===== config.mk =====
export PLATFORM = sky130hd
export DESIGN_NAME = mult_share_arbiter
export DESIGN_NICKNAME = d
export VERILOG_FILES = /design/src/rtl/mult_share_arbiter.sv
export SDC_FILE = /design/constraint.sdc
export NUM_CORES = 2
export LEC_CHECK = 0
export ABC_AREA = 1
export CAP_MARGIN = 20
export CORE_MARGIN = 2
export CORE_UTILIZATION = 59
export CTS_BUF_LIST = sky130_fd_sc_hd__clkbuf_8
export DETAILED_ROUTE_END_ITERATION = 12
export MAX_ROUTING_LAYER = met4
export PLACE_DENSITY = 0.78
export SLEW_MARGIN = 20
export SYNTH_ARGS = -nofsm -noshare
export SYNTH_HDL_FRONTEND = slang
export SYNTH_SLANG_ARGS = --single-unit

===== constraint.sdc =====
create_clock -name clk -period 6.9 [get_ports clk]
set_input_delay 1.725 -clock clk [delete_from_list [all_inputs] [get_ports clk]]
set_output_delay 1.725 -clock clk [all_outputs]
set_load 0.1 [all_outputs]

===== src/rtl/mult_share_arbiter.sv =====
// mult_share_arbiter: round-robin sharing of one combinational WIDTHxWIDTH
// unsigned multiplier between NUM_REQ requesters, valid/ready on both sides.
// Operands and product are registered, so one op takes IDLE -> MUL -> RESP.
// Optional feature macro: MULT_OP_COUNT_EN adds a saturating 16-bit op_count
// output that counts completed responses.

// Combinational full-width unsigned multiplier owned by the arbiter.
module multiplier #(
    parameter int unsigned WIDTH = 32
) (
    input  logic [WIDTH-1:0]   in1,
    input  logic [WIDTH-1:0]   in2,
    output logic [2*WIDTH-1:0] out
);
    localparam int unsigned PW = 2 * WIDTH;

    // Operands are widened first so the product is never truncated.
    assign out = PW'(in1) * PW'(in2);
endmodule

module mult_share_arbiter #(
    parameter  int unsigned NUM_REQ = 2,
    parameter  int unsigned WIDTH   = 32,
    localparam int unsigned ID_W    = $clog2(NUM_REQ)
) (
    input  logic                     clk,
    input  logic                     rst_n,
    input  logic [NUM_REQ-1:0]       req_valid,
    output logic [NUM_REQ-1:0]       req_ready,
    input  logic [NUM_REQ*WIDTH-1:0] req_in1,
    input  logic [NUM_REQ*WIDTH-1:0] req_in2,
    output logic                     resp_valid,
    input  logic                     resp_ready,
    output logic [ID_W-1:0]          resp_id,
    output logic [2*WIDTH-1:0]       resp_out
`ifdef MULT_OP_COUNT_EN
    ,
    output logic [15:0]              op_count
`endif
);
    typedef enum logic [1:0] {
        S_IDLE = 2'd0,
        S_MUL  = 2'd1,
        S_RESP = 2'd2
    } state_t;

    state_t               r_state;
    logic [ID_W-1:0]      r_rr_ptr;
    logic [ID_W-1:0]      r_id;
    logic [WIDTH-1:0]     r_op_a;
    logic [WIDTH-1:0]     r_op_b;
    logic [2*WIDTH-1:0]   w_product;
    logic                 w_grant_vld;
    logic [ID_W-1:0]      w_grant_idx;
    logic                 w_req_fire;
    logic                 w_resp_fire;

    // (base + off) mod NUM_REQ, valid for off < NUM_REQ.
    function automatic logic [ID_W-1:0] wrap_add(input logic [ID_W-1:0] base,
                                                 input int unsigned     off);
        int unsigned s;
        s = 32'(base) + off;
        if (s >= NUM_REQ) s = s - NUM_REQ;
        return ID_W'(s);
    endfunction

    multiplier #(.WIDTH(WIDTH)) u_mult (
        .in1 (r_op_a),
        .in2 (r_op_b),
        .out (w_product)
    );

    // Round-robin search for the first valid requester starting at r_rr_ptr.
    always_comb begin
        w_grant_vld = 1'b0;
        w_grant_idx = '0;
        for (int unsigned k = 0; k < NUM_REQ; k++) begin
            if (!w_grant_vld && req_valid[wrap_add(r_rr_ptr, k)]) begin
                w_grant_vld = 1'b1;
                w_grant_idx = wrap_add(r_rr_ptr, k);
            end
        end
    end

    // Grant is offered only while idle; one-hot or zero.
    always_comb begin
        req_ready = '0;
        if (r_state == S_IDLE && w_grant_vld) begin
            req_ready = NUM_REQ'(1) << w_grant_idx;
        end
    end

    assign w_req_fire  = |(req_valid & req_ready);
    assign w_resp_fire = (r_state == S_RESP) && resp_valid && resp_ready;

    // Arbitration FSM: latch winner's operands, register product, hold until accepted.
    always_ff @(posedge clk) begin
        if (!rst_n) begin
            r_state    <= S_IDLE;
            r_rr_ptr   <= '0;
            r_id       <= '0;
            r_op_a     <= '0;
            r_op_b     <= '0;
            resp_valid <= 1'b0;
            resp_id    <= '0;
            resp_out   <= '0;
        end else begin
            case (r_state)
                S_IDLE: begin
                    if (w_req_fire) begin
                        r_op_a  <= req_in1[32'(w_grant_idx)*WIDTH +: WIDTH];
                        r_op_b  <= req_in2[32'(w_grant_idx)*WIDTH +: WIDTH];
                        r_id    <= w_grant_idx;
                        r_state <= S_MUL;
                    end
                end
                S_MUL: begin
                    resp_out   <= w_product;
                    resp_id    <= r_id;
                    resp_valid <= 1'b1;
                    r_state    <= S_RESP;
                end
                S_RESP: begin
                    if (w_resp_fire) begin
                        resp_valid <= 1'b0;
                        r_rr_ptr   <= wrap_add(r_id, 1);
                        r_state    <= S_IDLE;
                    end
                end
                default: begin
                    resp_valid <= 1'b0;
                    r_state    <= S_IDLE;
                end
            endcase
        end
    end

`ifdef MULT_OP_COUNT_EN
    // Saturating count of completed responses; sticks at 0xFFFF.
    always_ff @(posedge clk) begin
        if (!rst_n) begin
            op_count <= '0;
        end else if (w_resp_fire && op_count != 16'hFFFF) begin
            op_count <= op_count + 16'd1;
        end
    end
`else
    // Build without the completion counter: no extra port or state.
`endif

endmodule


==> results.cfg <==
[timing]
layout_min_cycle_time_ns = 6.81
rsz0062_at_grt = true
timing.slew.headroom = 0.268
slew_violations = 0
setup_viol = 0
worst_slack_setup_final_ns = 0.0897
min_period_over_period = 0.987
report.final.hold_viol_count = 0
max_freq_ghz = 0.147
fin_tns_setup_ns = 0
worst_clock_skew_ns = 0.0312
timing_worst_slew_pin_value_ns = 1.09

[synthesis]
syn_area_per_cell_um2 = 7.19
synth_nets = 7087
ys_warn_count = 0
number_of_library_cell_types_mapped_by_synthesis = 33
dominant_combinational_cell_family_by_area_after_synthesis = adder cells
yosys.area_share.adder = 0.509
synthMuxAreaShare = 0
async_flop_share = 0
synth_flop_cell = sky130_fd_sc_hd__dfxtp_1
synth_edf_count = 0
postSynthCellCount = 5795
ys_seq_area_frac = 0.0644
synth_compound_area_frac = 0.0301
synth.ff_latch_count = 134
synth.cell_area_mm2 = 0.0417
xor_xnor_share_of_the_synthesized_area = 0.00673
synth-simple-area-share = 0.197

[cells_and_area]
fin_nets = 7255
syn2layout_area_growth_pct = 14.7
drive_above_1_share = 0.0865
final_core_utilization = 0.682

[floorplanning]
die-area_mm2 = 0.0728
io_pins = 201
core-area_mm2 = 0.0700
placementRows = 97
floorplan.die.height_um = 270
overall_die_width_um = 270
initial_core_util = 0.595

[critical_path]
path_max_fanout = 6
crit_arrival_ns = 7.26
worst_path_max_delay_cell = sky130_fd_sc_hd__fa_1
critical_path.startpoint_type = register
critPathMostFrequentCell = sky130_fd_sc_hd__fa_1
path_type_of_the_worst_setup_path = register to register
worst_path_dominant_cell_family = adder cells
critical_path_endpoint_category = register
delay_of_the_slowest_critical_path_stage_ns = 0.57
worst_ep_required_time_ns = 7.35
critical_path_buffers_and_inverters = 6

[flow_run]
drv_cap = 0

[routing]
postRouteAntennaNets = 0
drt-wirelength-per-cell_um = 19.0
wirelength_um = 132000
drcViolationCount = 0
drt-initial-drc-count = 3466
detailedRoute.firstPassIterationCount = 9
vias = 36164
post_drt_via_cell_ratio = 5.23

[power_and_ir_drop]
sw_frac_of_total = 0.584
power.static_leakage_nw = 28.9
power_report.internal_total_w = 0.00598
clock_network_power_share = 0.052
ir_drop_mv = 0.411
p_per_area_mw_per_mm2 = 300
power.sequential.fraction = 0.072
power_frac_comb = 0.876
netSwitchingPower_w = 0.00837

[clock_network]
number_of_buffers_between_clock_root_and_the_deepest_sink = 2
cts_root_buf = sky130_fd_sc_hd__clkbuf_8
cts_tree = yes
cts_made_buffers = 17
ctsHoldBuffers = 0
cts.clk_slew.worst_paths_ns = 0.09
cts_htree_levels = 4
tritoncts_num_sinks = 134
clock_insertion_delay_worst_skew_ns = 0.56

[grt]
grt_pass1_wl_um = 202000
grt.total_usage = 0.370
overflow = 0
maximum_number_of_pins_on_one_net_before_global_route_repair = 104
vias_in_the_first_global_route = 37164
antenna_found_initial = 4

[min_path]
min-delay-path-class = register to register

[placed_design]
pre_cts_ws_ns = 0.000600
gp_congestion = 0.979
port_buffers = 200
dp_hpwl_um = 106000

[status]
status = finished, final reports clean
[flip-flops by register name, indices dropped and copies added (netlist names)]
| name | count |
|---|---|
| resp_out | 64 |
| r_op_a | 32 |
| r_op_b | 32 |
| r_state | 2 |
| r_id | 1 |
| r_rr_ptr | 1 |
| resp_id | 1 |
| resp_valid | 1 |
[power groups by stage]
| stage | registers, W | logic, W | clock network, W |
|---|---|---|---|
| final | 0.00103 | 0.0126 | 0.000747 |
| after global routing | 0.00104 | 0.0134 | 0.000772 |
| after CTS | 0.00101 | 0.0110 | 0.000755 |
| after detailed placement | 0.00102 | 0.0109 | 0 |
| after global placement | 0.00102 | 0.0108 | 0 |
| after floorplan | 0.00148 | 0.00577 | 0 |
[layer usage]
| layer | global-route usage | up-vias | part of all wire |
|---|---|---|---|
| li1 | - | 16305 | - |
| met1 | 0.477 | 17557 | 0.38 |
| met2 | 0.599 | 1843 | 0.47 |
| met3 | 0.0587 | 459 | 0.10 |
| met4 | 0.126 | 0 | 0.051 |
| met5 | - | - | 0 |
[path summary, 6_finish.rpt]
kind	start	to	slack, ns	depth (start not counted)
worst max-delay path	r_op_a[17]	resp_out[56]	0.09	26
worst min-delay path	r_id	r_rr_ptr	0.44	1
worst max register to register	r_op_a[17]	resp_out[56]	0.09	26
worst min register to register	r_id	r_rr_ptr	0.44	1
[cells in the mapped netlist (5+ instances only)]
cell	instances	area, µm²
sky130_fd_sc_hd__a21oi_1	92	460
sky130_fd_sc_hd__a31oi_1	23	144
sky130_fd_sc_hd__buf_2	15	75.1
sky130_fd_sc_hd__clkbuf_1	294	1100
sky130_fd_sc_hd__dfxtp_1	134	2680
sky130_fd_sc_hd__fa_1	896	17900
sky130_fd_sc_hd__ha_1	263	3290
sky130_fd_sc_hd__inv_1	1808	6790
sky130_fd_sc_hd__inv_2	9	33.8
sky130_fd_sc_hd__nand2_1	1659	6230
sky130_fd_sc_hd__nand2_2	13	81.3
sky130_fd_sc_hd__nand3_1	77	385
sky130_fd_sc_hd__nand4_1	10	62.6
sky130_fd_sc_hd__nor2_1	304	1140
sky130_fd_sc_hd__nor2_2	21	131
sky130_fd_sc_hd__nor3_1	5	25.0
sky130_fd_sc_hd__nor3_2	5	50.1
sky130_fd_sc_hd__o21ai_0	99	495
sky130_fd_sc_hd__o21ai_1	8	40.0
sky130_fd_sc_hd__xnor2_1	9	78.8
sky130_fd_sc_hd__xor2_1	23	201
[final cells by class]
type / count / area, µm²
Timing Repair Buffer: 460 / 4980
Clock buffer: 18 / 248
Sequential cell: 134 / 2750
Clock inverter: 14 / 143
Tap cell: 940 / 1180
Inverter: 1820 / 6830
Fill cell: 5781 / 22200
Multi-Input combinational cell: 3530 / 31600
Antenna cell: 3 / 7.51
[cells by family after synthesis]
group	after synthesis
XOR/XNOR	32
AO/OA/AOI/OAI	236
adder cells (fa/ha/maj)	1159
buffers and inverters	2131
flip-flops	134
AND/OR/NAND/NOR	2103
[stage by stage]
stage,std cells,hold WS [ns],cell area (µm²),power [W]
after floorplan,5795,0.406,41700,0.00725
after global placement,6863,0.421,46200,0.0119
after detailed placement,6863,0.427,46200,0.0119
after CTS,6895,0.447,46600,0.0128
after global routing,6919,0.454,47800,0.0152
final,6919,0.442,47800,0.0143
[worst reg2reg max path, delay by kind of cell, from the launching register on]
family,cells,cell delay [ns]
and+or+nand+nor,11,1.30
DFF,1,0.47
buffers and inverters,6,0.59
adders and majority gates,9,4.35
[what timing repair did]
item	4_1_cts	5_1_grt
pin swaps	0	41
setup buffers	0	5
endpoints found under the setup margin	3	46
resized for setup	1	220
cloned	0	15
[layout by cell type (no fill, tap or decap), types with 4 or more instances in the layout]
cell type | Yosys | final
sky130_fd_sc_hd__inv_1 | 1808 | 1800
sky130_fd_sc_hd__nand2_1 | 1659 | 1619
sky130_fd_sc_hd__fa_1 | 896 | 877
sky130_fd_sc_hd__nor2_1 | 304 | 277
sky130_fd_sc_hd__ha_1 | 263 | 240
sky130_fd_sc_hd__clkdlybuf4s50_1 | 0 | 198
sky130_fd_sc_hd__buf_4 | 0 | 177
sky130_fd_sc_hd__dfxtp_1 | 134 | 108
sky130_fd_sc_hd__o21ai_0 | 99 | 96
sky130_fd_sc_hd__a21oi_1 | 92 | 80
sky130_fd_sc_hd__nand3_1 | 77 | 72
sky130_fd_sc_hd__buf_12 | 0 | 56
sky130_fd_sc_hd__nand2_2 | 13 | 50
sky130_fd_sc_hd__nor2_2 | 21 | 34
sky130_fd_sc_hd__a31oi_1 | 23 | 23
sky130_fd_sc_hd__xor2_1 | 23 | 22
sky130_fd_sc_hd__fa_2 | 0 | 19
sky130_fd_sc_hd__ha_4 | 0 | 19
sky130_fd_sc_hd__clkbuf_8 | 0 | 18
sky130_fd_sc_hd__inv_2 | 9 | 17
sky130_fd_sc_hd__nor2_4 | 1 | 15
sky130_fd_sc_hd__clkbuf_16 | 0 | 15
sky130_fd_sc_hd__dfxtp_4 | 0 | 15
sky130_fd_sc_hd__buf_6 | 0 | 13
sky130_fd_sc_hd__a21oi_2 | 0 | 11
sky130_fd_sc_hd__dfxtp_2 | 0 | 11
sky130_fd_sc_hd__nand4_1 | 10 | 10
sky130_fd_sc_hd__o21ai_1 | 8 | 10
sky130_fd_sc_hd__nand3_2 | 4 | 9
sky130_fd_sc_hd__xnor2_1 | 9 | 9
sky130_fd_sc_hd__nor3_2 | 5 | 6
sky130_fd_sc_hd__clkinv_4 | 0 | 6
sky130_fd_sc_hd__o211ai_1 | 4 | 4
sky130_fd_sc_hd__ha_2 | 0 | 4
(Power assumes the default switching activity.)
